## src/rtl/io_display_pkg.sv

```systemverilog
// Shared definitions for the I/O display controller.
// Contents: the register address map, the CTRL reset value and writable-bit mask,
// the scan state type, and the hex-to-seven-segment encoder.
package io_display_pkg;

    localparam logic [1:0] ADDR_VALUE = 2'd0;
    localparam logic [1:0] ADDR_LED   = 2'd1;
    localparam logic [1:0] ADDR_CTRL  = 2'd2;
    localparam logic [1:0] ADDR_KEY   = 2'd3;

    // Enabled, no leading-zero suppress, no decimal points lit.
    localparam logic [31:0] CTRL_RESET = 32'h0000_0001;
    // Only enable, suppress and the dp mask are stored; every other bit reads as 0.
    localparam logic [31:0] CTRL_MASK  = 32'h0000_FF03;

    typedef enum logic [1:0] {
        StIdle,
        StBlank,
        StShow
    } scan_state_e;

    // Active-low segments, bit order {dp,g,f,e,d,c,b,a}; dp is always off here.
    function automatic logic [7:0] seg7(input logic [3:0] nib);
        logic [7:0] seg;
        case (nib)
            4'h0: seg = 8'hC0;
            4'h1: seg = 8'hF9;
            4'h2: seg = 8'hA4;
            4'h3: seg = 8'hB0;
            4'h4: seg = 8'h99;
            4'h5: seg = 8'h92;
            4'h6: seg = 8'h82;
            4'h7: seg = 8'hF8;
            4'h8: seg = 8'h80;
            4'h9: seg = 8'h90;
            4'hA: seg = 8'h88;
            4'hB: seg = 8'h83;
            4'hC: seg = 8'hC6;
            4'hD: seg = 8'hA1;
            4'hE: seg = 8'h86;
            default: seg = 8'h8E;
        endcase
        return seg;
    endfunction

endpackage

```

## src/rtl/key_debounce.sv

```systemverilog
// Push-button conditioner: a two-flop synchronizer followed by a stability counter.
// Ports:
//   i_clk, i_reset  clock and synchronous active-high reset
//   i_key           raw asynchronous button level
//   o_deb           debounced level
//   o_rise          high in the cycle whose clock edge takes o_deb from 0 to 1
module key_debounce #(
    parameter int unsigned DEBOUNCE_CYC = 1000000
) (
    input  logic i_clk,
    input  logic i_reset,
    input  logic i_key,
    output logic o_deb,
    output logic o_rise
);

    logic        r_s1;
    logic        r_s2;
    logic        r_deb;
    logic [31:0] r_cnt;

    logic        w_diff;
    logic        w_done;

    // The counter only runs while the synced level disagrees with the accepted level.
    assign w_diff = (r_s2 != r_deb);
    assign w_done = w_diff && (r_cnt == DEBOUNCE_CYC - 1);

    always_ff @(posedge i_clk) begin
        if (i_reset) begin
            r_s1  <= 1'b0;
            r_s2  <= 1'b0;
            r_deb <= 1'b0;
            r_cnt <= '0;
        end else begin
            r_s1 <= i_key;
            r_s2 <= r_s1;
            if (!w_diff || w_done) begin
                r_cnt <= '0;
            end else begin
                r_cnt <= r_cnt + 32'd1;
            end
            if (w_done) begin
                r_deb <= r_s2;
            end
        end
    end

    assign o_deb  = r_deb;
    assign o_rise = w_done && r_s2;

endmodule

```

## src/rtl/io_display_ctrl.sv

```systemverilog
// Memory-mapped controller for an 8-digit seven-segment display, 16 LEDs and a key.
// Ports:
//   clk, reset        clock and synchronous active-high reset
//   io_we, io_re      one-cycle write / read strobes
//   io_addr           0 VALUE, 1 LED, 2 CTRL, 3 KEY
//   io_wdata          write data
//   io_rdata          registered read data, held between reads
//   key               raw button input, active-high
//   digit             one-hot active-low digit enables (bit 0 = rightmost)
//   fnd               active-low segments {dp,g,f,e,d,c,b,a}
//   LED               LED register contents
module io_display_ctrl
    import io_display_pkg::*;
#(
    parameter int unsigned SCAN_DIV     = 100000,
    parameter int unsigned BLANK_CYC    = 16,
    parameter int unsigned DEBOUNCE_CYC = 1000000
) (
    input  logic        clk,
    input  logic        reset,
    input  logic        io_we,
    input  logic        io_re,
    input  logic [1:0]  io_addr,
    input  logic [31:0] io_wdata,
    output logic [31:0] io_rdata,
    input  logic        key,
    output logic [7:0]  digit,
    output logic [7:0]  fnd,
    output logic [15:0] LED
);

    logic [31:0] r_value;
    logic [15:0] r_led;
    logic [31:0] r_ctrl;
    logic [31:0] r_rdata;
    logic [31:0] r_shadow;
    logic        r_sticky;
    scan_state_e r_state;
    logic [31:0] r_cnt;
    logic [2:0]  r_idx;
    logic [7:0]  r_digit;
    logic [7:0]  r_fnd;

    scan_state_e w_state_d;
    logic [31:0] w_cnt_d;
    logic [2:0]  w_idx_d;
    logic        w_snap;
    logic [7:0]  w_digit_d;
    logic [7:0]  w_fnd_d;
    logic [3:0]  w_nib;
    logic [31:0] w_upper;
    logic [7:0]  w_dp_mask;
    logic [31:0] w_rdata_d;
    logic        w_deb;
    logic        w_rise;
    logic        w_key_rd;

    key_debounce #(
        .DEBOUNCE_CYC (DEBOUNCE_CYC)
    ) u_key_debounce (
        .i_clk   (clk),
        .i_reset (reset),
        .i_key   (key),
        .o_deb   (w_deb),
        .o_rise  (w_rise)
    );

    assign w_key_rd  = io_re && (io_addr == ADDR_KEY);
    assign w_dp_mask = r_ctrl[15:8];

    always_comb begin
        w_rdata_d = r_rdata;
        if (io_re) begin
            case (io_addr)
                ADDR_VALUE: w_rdata_d = r_value;
                ADDR_LED:   w_rdata_d = {16'd0, r_led};
                ADDR_CTRL:  w_rdata_d = r_ctrl;
                default:    w_rdata_d = {30'd0, r_sticky, w_deb};
            endcase
        end
    end

    // Scan next-state; digit/fnd are computed from the next state so they register with it.
    always_comb begin
        w_state_d = r_state;
        w_cnt_d   = r_cnt;
        w_idx_d   = r_idx;
        w_snap    = 1'b0;
        if (!r_ctrl[0]) begin
            w_state_d = StIdle;
            w_cnt_d   = '0;
            w_idx_d   = '0;
        end else begin
            case (r_state)
                StIdle: begin
                    w_state_d = StBlank;
                    w_cnt_d   = '0;
                    w_idx_d   = '0;
                    w_snap    = 1'b1;
                end
                StBlank: begin
                    if (r_cnt == BLANK_CYC - 1) begin
                        w_state_d = StShow;
                        w_cnt_d   = '0;
                    end else begin
                        w_cnt_d = r_cnt + 32'd1;
                    end
                end
                StShow: begin
                    if (r_cnt == SCAN_DIV - BLANK_CYC - 1) begin
                        w_state_d = StBlank;
                        w_cnt_d   = '0;
                        w_idx_d   = r_idx + 3'd1;
                        // Wrapping back to digit 0 starts a new frame: refresh the snapshot.
                        w_snap    = (r_idx == 3'd7);
                    end else begin
                        w_cnt_d = r_cnt + 32'd1;
                    end
                end
                default: begin
                    w_state_d = StIdle;
                    w_cnt_d   = '0;
                    w_idx_d   = '0;
                end
            endcase
        end

        w_nib     = r_shadow[{w_idx_d, 2'b00} +: 4];
        w_upper   = r_shadow >> {w_idx_d, 2'b00};
        w_digit_d = 8'hFF;
        w_fnd_d   = 8'hFF;
        if (w_state_d == StShow) begin
            w_digit_d = ~(8'd1 << w_idx_d);
            // Leading-zero suppress blanks the segments only; the digit enable stays on.
            if (!(r_ctrl[1] && (w_idx_d != 3'd0) && (w_upper == 32'd0))) begin
                w_fnd_d = seg7(w_nib) & ~{w_dp_mask[w_idx_d], 7'd0};
            end
        end
    end

    always_ff @(posedge clk) begin
        if (reset) begin
            r_value  <= '0;
            r_led    <= '0;
            r_ctrl   <= CTRL_RESET;
            r_rdata  <= '0;
            r_shadow <= '0;
            r_sticky <= 1'b0;
            r_state  <= StBlank;
            r_cnt    <= '0;
            r_idx    <= '0;
            r_digit  <= 8'hFF;
            r_fnd    <= 8'hFF;
        end else begin
            if (io_we) begin
                case (io_addr)
                    ADDR_VALUE: r_value <= io_wdata;
                    ADDR_LED:   r_led   <= io_wdata[15:0];
                    ADDR_CTRL:  r_ctrl  <= io_wdata & CTRL_MASK;
                    default:    ;
                endcase
            end
            r_rdata <= w_rdata_d;
            // A new press beats a clearing read in the same cycle.
            if (w_rise) begin
                r_sticky <= 1'b1;
            end else if (w_key_rd) begin
                r_sticky <= 1'b0;
            end
            if (w_snap) begin
                r_shadow <= r_value;
            end
            r_state <= w_state_d;
            r_cnt   <= w_cnt_d;
            r_idx   <= w_idx_d;
            r_digit <= w_digit_d;
            r_fnd   <= w_fnd_d;
        end
    end

    assign io_rdata = r_rdata;
    assign digit    = r_digit;
    assign fnd      = r_fnd;
    assign LED      = r_led;

endmodule
```

## config.mk

```make
export PLATFORM = sky130hd
export DESIGN_NAME = io_display_ctrl
export DESIGN_NICKNAME = d
export VERILOG_FILES = /design/src/rtl/io_display_pkg.sv /design/src/rtl/key_debounce.sv /design/src/rtl/io_display_ctrl.sv
export SDC_FILE = /design/constraint.sdc
export NUM_CORES = 1
export LEC_CHECK = 0
export CAP_MARGIN = 20
export CORE_MARGIN = 3
export CORE_UTILIZATION = 55
export CTS_BUF_LIST = sky130_fd_sc_hd__clkbuf_4
export CTS_CLUSTER_DIAMETER = 200
export CTS_CLUSTER_SIZE = 28
export DETAILED_ROUTE_END_ITERATION = 16
export PLACE_DENSITY = 0.8
export SYNTH_ARGS = -nofsm -noshare
export SYNTH_HDL_FRONTEND = slang
export SYNTH_SLANG_ARGS = --single-unit
```

## constraint.sdc

```tcl
create_clock -name clk -period 4.17 [get_ports clk]
set_input_delay 0.417 -clock clk [delete_from_list [all_inputs] [get_ports clk]]
set_output_delay 0.417 -clock clk [all_outputs]
set_load 0.02 [all_outputs]
```

Yosys cells after proc, flatten, opt, wreduce, memory -nomap -nowiden
Memory sizes are Yosys's and may differ from the RTL's.
Index checks and enable logic that the tools add are counted.
{"block": "op_classes", "addsub": 3, "bitwise": 5, "n_reduce_logical": 19, "n_eq_ne": 11, "muxes": 20, "magnitude_cmp": 1, "shifts": 3}
{"cell": "32-bit one-hot mux with 3 select lines", "count": 1}
{"cell": "32-bit by 1-bit adder with 32-bit output (second input constant)", "count": 2}
{"cell": "32-bit two-way mux", "count": 2}
{"cell": "32-bit one-hot mux with 2 select lines", "count": 1}
{"cell": "32-bit by 17-bit equality test with 1-bit output (second input constant)", "count": 1}
{"cell": "32-bit by 20-bit equality test with 1-bit output (second input constant)", "count": 1}
{"cell": "32-bit by 4-bit equality test with 1-bit output (second input constant)", "count": 1}
{"cell": "32-bit zero test", "count": 1}
{"cell": "32-bit by 6-bit indexed part select with 4-bit output", "count": 1}
{"cell": "32-bit by 5-bit >> shifter with 32-bit output", "count": 1}
{"cell": "8-bit two-way mux", "count": 2}
{"cell": "8-bit inverter", "count": 2}
{"cell": "8-bit AND", "count": 1}
{"cell": "2-bit equality test (second input constant)", "count": 4}
{"cell": "1-bit by 3-bit << shifter with 8-bit output (first input constant)", "count": 1}
{"cell": "2-bit two-way mux", "count": 3}
{"cell": "3-bit two-way mux", "count": 2}
{"cell": "2-bit one-hot mux with 3 select lines", "count": 1}
{"cell": "3-bit one-hot mux with 2 select lines", "count": 1}
{"cell": "2-bit AND reduction", "count": 3}
{"cell": "2-bit OR reduction", "count": 3}
{"cell": "1-bit logical AND", "count": 5}
{"cell": "1-bit two-way mux", "count": 5}
{"cell": "2-bit by 1-bit equality test with 1-bit output (second input constant)", "count": 2}
{"cell": "13 further kinds", "count": 15}
{"block": "totals", "elab_cells": 78, "reg_bits": 211, "mem_bits_ro": 112, "out_inout_bits": 64, "inputBits": 39, "mem_count": 1}
{"name": "(no name shown)", "words": 16, "width": 7, "rd": 1, "rd_ports_with_merged_regs": 0, "wr": 0, "line": "io_display_pkg.sv:25", "rtl": "case (nib)"}

Depth between registers and ports, before layout
{"block": "logic_depth", "depth_word": 10, "depth_mapped": 17, "ltp_nobuf": 14}

Cells and area by module
A second synthesis with hierarchy kept.
{"block": "hier_totals", "hier_cells": 1144, "hier_area_um2": 9380.2}
{"mod": "io_display_ctrl", "instances": 1, "seq_area_each_um2": 3523.4, "area_each_um2": 7702.4, "cells_each": 953}
{"mod": "key_debounce", "instances": 1, "seq_area_each_um2": 700.7, "area_each_um2": 1677.9, "cells_each": 191}

Least setup slack after synthesis
Ideal clock, no wire load.
{"block": "synth_timing", "path_type": "reg2reg", "start": "reg r_cnt[17]", "end": "reg r_fnd[0], in the netlist fnd[0]", "t_required_ns": 4.100, "synth_period_minus_slack_ns": 3.501, "path_slack_ns": 0.669, "path_buffers": 1, "arrival_ns": 3.431, "stages_incl_launch_ff": 15, "setup_time_ns": 0.070, "cell_sequence": "dfxtp_1 nor4_4 nand2_2 nor4_4 mux2i_1 and2_1 clkbuf_1 mux2i_1 mux2i_1 mux2i_2 ha_1 o311ai_0 nor3_1 a41o_4 o21bai_1"}
{"block": "synth_via", "elab_chain_len": 9}
{"element": "from (decl)", "line": "io_display_ctrl.sv:39", "rtl": "logic [31:0] r_cnt;"}
{"element": "from (signal assigned)", "line": "io_display_ctrl.sv:174", "rtl": "r_cnt <= w_cnt_d;"}
{"element": "32-bit by 17-bit equality test with 1-bit output", "line": "io_display_ctrl.sv:110", "rtl": "if (r_cnt == SCAN_DIV - BLANK_CYC - 1) begin"}
{"element": "3-bit two-way mux", "line": "io_display_ctrl.sv:110"}
{"element": "3-bit one-hot mux with 2 select lines", "line": "io_display_ctrl.sv:94", "rtl": "case (r_state)"}
{"element": "3-bit two-way mux", "line": "io_display_ctrl.sv:89", "rtl": "if (!r_ctrl[0]) begin"}
{"element": "32-bit by 6-bit indexed part select with 4-bit output", "line": "io_display_ctrl.sv:128", "rtl": "w_nib = r_shadow[{w_idx_d, 2'b00} +: 4];"}
{"element": "memory read 16 x 7 bit"}
{"element": "8-bit two-way mux", "line": "io_display_ctrl.sv:135", "rtl": "if (!(r_ctrl[1] && (w_idx_d != 3'd0) && (w_upper == 32'd0))) begin"}
{"element": "8-bit two-way mux", "line": "io_display_ctrl.sv:132", "rtl": "if (w_state_d == StShow) begin"}
{"element": "8-bit AND", "line": "io_display_ctrl.sv:136", "rtl": "w_fnd_d = seg7(w_nib) & ~{w_dp_mask[w_idx_d], 7'd0};"}
{"element": "to (signal assigned)", "line": "io_display_ctrl.sv:177", "rtl": "r_fnd <= w_fnd_d;"}
{"element": "to (decl)", "line": "io_display_ctrl.sv:42", "rtl": "logic [7:0] r_fnd;"}
Parallel ways exist; a longest one is shown, timed or not. The select of a mux whose other input is x is not followed.
A chain may end at the register's enable or synchronous reset.

Final worst setup path
Same ends and word-level chain as after synthesis.

==> results.txt <==
Status -> finished, final reports clean
Worst EP required -> 4.74 ns
Fin util -> 64.4%
Hold buffer count at CTS -> 0
Top post-synthesis cells by area -> dfxtp_1 45%, nand2_1 9.4%, a21oi_1 7.1%
Nets@finish -> 1272
Largest net degree at the start of global routing -> 84
FFs w/ async S/R, synth -> 0%
Initial antenna violation count -> 0
Setup violators final -> 0
Distinct cell type count after synthesis -> 66
Critical path class -> reg -> reg
Starting Density -> 56.4%
Final Cycle Share -> 92.8%
DR WL/cell -> 15.0 um
Layout cells sized above 1 -> 6.15%
Site row count -> 47
Synth Instances -> 1148
CP Cell Sequence -> nor4_4 -> nand2_2 -> nor4_4 -> mux2i_2 -> nand2_2 -> mux2i_1 -> mux2i_1 -> mux2i_2 -> ha_1 -> o311ai_0 -> nor3_1 -> a41o_4 -> o21bai_1
Endpoints failing hold -> 0
Worst Clk Skew -> 0.0447 ns
CTS tree -> yes
P_leak -> 3.70 nW
Worst-skew pair later-pin latency -> 0.62 ns
Setup_tns -> 0 ns
Clk sinks -> 211
Final worst path period need -> 3.87 ns
H-tree depth -> 1
Via density -> 5.58
IO Port Bufs -> 102
First-pass GRT wire length -> 35.1 mm
R2r worst-path depth -> 13
Yosys top cell area share -> 45.0%
Filler instances -> 1451
Die Wd -> 137 um
Most frequent cells after synthesis -> 236 x nand2_1, 211 x dfxtp_1, 141 x nor2_1
Max Cap Viol -> 0
Flop2flop setup slack -> 0.30 ns
Critical-path top delay cell -> dfxtp_1
Gpl congestion -> 0.900
Die area -> 18700 sq um
Reg2reg start -> r_cnt[17]
IO Count -> 103
Syn nets -> 1200
Max Clock Freq -> 259 MHz
Slew @ Worst Pin -> 0.805 ns
Synth area leader -> dfxtp_1
Pre-Repair DR Iteration Count -> 7
Largest stage delay, worst path -> 0.44 ns
Vert. Die Dim -> 137 um
Yosys reg bits -> 211
Max VDD drop -> 0.284 mV
Max-slew violations -> 0
Seq/Total Area, Yosys -> 45.0%
Reg-to-Reg End -> fnd[0]
Post-DP HPWL -> 15.1 mm
Total gr overflow -> 0
Count leader, synth -> nand2_1
# DRC -> 0
Storage element area -> 4220 sq um
Core ar. -> 16600 sq um
WL final -> 21.6 mm
CTS Buf Count -> 11
Post-Synthesis Mean Instance Area -> 8.18 sq um
Antenna Violating Nets Remaining -> 0
Area Growth Syn to Fin -> 14.3%
CP Max Fanout -> 8
Initial DRC count -> 608
Hold path depth -> 2
Number of synthesized flops with an enable pin -> 0
Clock-pin slew on the worst setup and hold paths -> 0.27 ns
Syn Std Cell Area -> 9390 sq um
Max_slew headroom -> 46.3%
Startpoint Class -> register
Hold WS -> 0.245 ns
Worst Hold End -> r_idx[0]
Longest Clk Path Bufs -> 3
Hold path start -> reset
Ys Warns -> 0
Min-Delay Path Class -> in -> reg
Root Driver -> clkbuf_4
# diodes -> 0
Vias -> 8023
Worst setup EP type -> register
Power after layout -> 3.16 mW
Total GRT Usage -> 22.3%
Multi-input logic area -> 4860 sq um
Ys flop type -> dfxtp_1
Cell Pwr Density -> 295 nW/um^2
CP arrival -> 4.44 ns
Vias in the first global route -> 7181
-- worst max-delay path, delay by kind of cell, from the launching register on --
kind / cells / cell delay [ns]
compound gates: 3 / 0.58
fa+ha+maj: 1 / 0.29
flops: 1 / 0.44
mux: 4 / 1.08
simple gates: 5 / 1.43
-- placed cells by master (no fill, tap or decap), types with 12 or more instances in the layout --
master             n
nor2_1           141
buf_4             20
mux2i_1           35
nand2_1          236
a21oi_1          133
and3_1            12
inv_1             16
o21ai_0           12
a211oi_1          12
or3_1             13
clkdlybuf4s50_1  101
xor2_1            29
nand4_1           14
ha_1              12
xnor2_1           23
nor2b_1           32
dfxtp_1          211
nand3_1           38
-- per-stage QoR --
stage	std cells	setup WS, ns	area [sq um]
CTS	1433	0.192	10600
global route	1439	-0.0358	10700
floorplan	1148	0.669	9390
detailed placement	1421	0.278	10500
finish	1439	0.302	10700
global placement	1421	0.448	10500
-- layout make-up --
type | count | share of cell area [%]
clock buffer | 11 | 0.770
inverter | 16 | 0.560
clock inverter | 1 | 0.152
sequential | 211 | 39.4
tap | 220 | 2.57
timing repair buffer | 123 | 11.2
multi-input combinational | 857 | 45.3
-- state kept, by name (all words and copies together) (netlist names), 2 cells and up --
register              flops
digit                     8
r_value                  32
LED                      16
fnd                       8
r_idx                     3
u_key_debounce.r_cnt     32
r_ctrl                   10
io_rdata                 32
r_state                   2
r_cnt                    32
r_shadow                 32
-- layer usage --
metal | wire length [um] | vias to the layer above | GRT usage, % | part of all wire, %
li1 | - | 4021 | - | -
met1 | 10200 | 3764 | 32.6 | 47
met2 | 9870 | 206 | 35.7 | 46
met3 | 1120 | 32 | 2.61 | 5.2
met4 | 377 | 0 | 4.98 | 1.7
met5 | 0 | - | 0 | 0
-- how the worst max path moves through the flow --
stage                from  endpoint  slack [ns]  cells after the start
5_1_grt        r_state[0]    fnd[5]       -0.04                     14
6_report        r_cnt[17]    fnd[0]        0.30                     13
3_3_place_gp     r_cnt[0]    fnd[2]        0.45                     13
3_5_place_dp    r_cnt[17]    fnd[0]        0.28                     13
2_1_floorplan   r_cnt[17]    fnd[0]        0.67                     14
4_1_cts          r_cnt[0]    fnd[0]        0.19                     13
-- cells by family after synthesis --
logic type,after synthesis,synth area share (%)
AO/OA/AOI/OAI,198,12.5
XOR/XNOR,52,4.85
adder cells (fa/ha/maj),13,1.73
buffers and inverters,80,3.57
flip-flops,211,45.0
multiplexers,50,5.72
AND/OR/NAND/NOR,544,26.6
-- timing repair --
item,CTS,global route
buffers inserted,0,4
gates resized for setup,0,6
endpoints found under the setup margin,0,8
-- report_power, final --
group	leakage [nW]	total [mW]	switching [mW]	internal, mW
Clock	0.0575	0.709	0.577	0.132
Combinational	1.94	0.358	0.222	0.136
Sequential	1.71	2.09	0.0326	2.06
Total	3.70	3.16	0.832	2.33
Note: power is estimated with default switching activity, not from simulation.
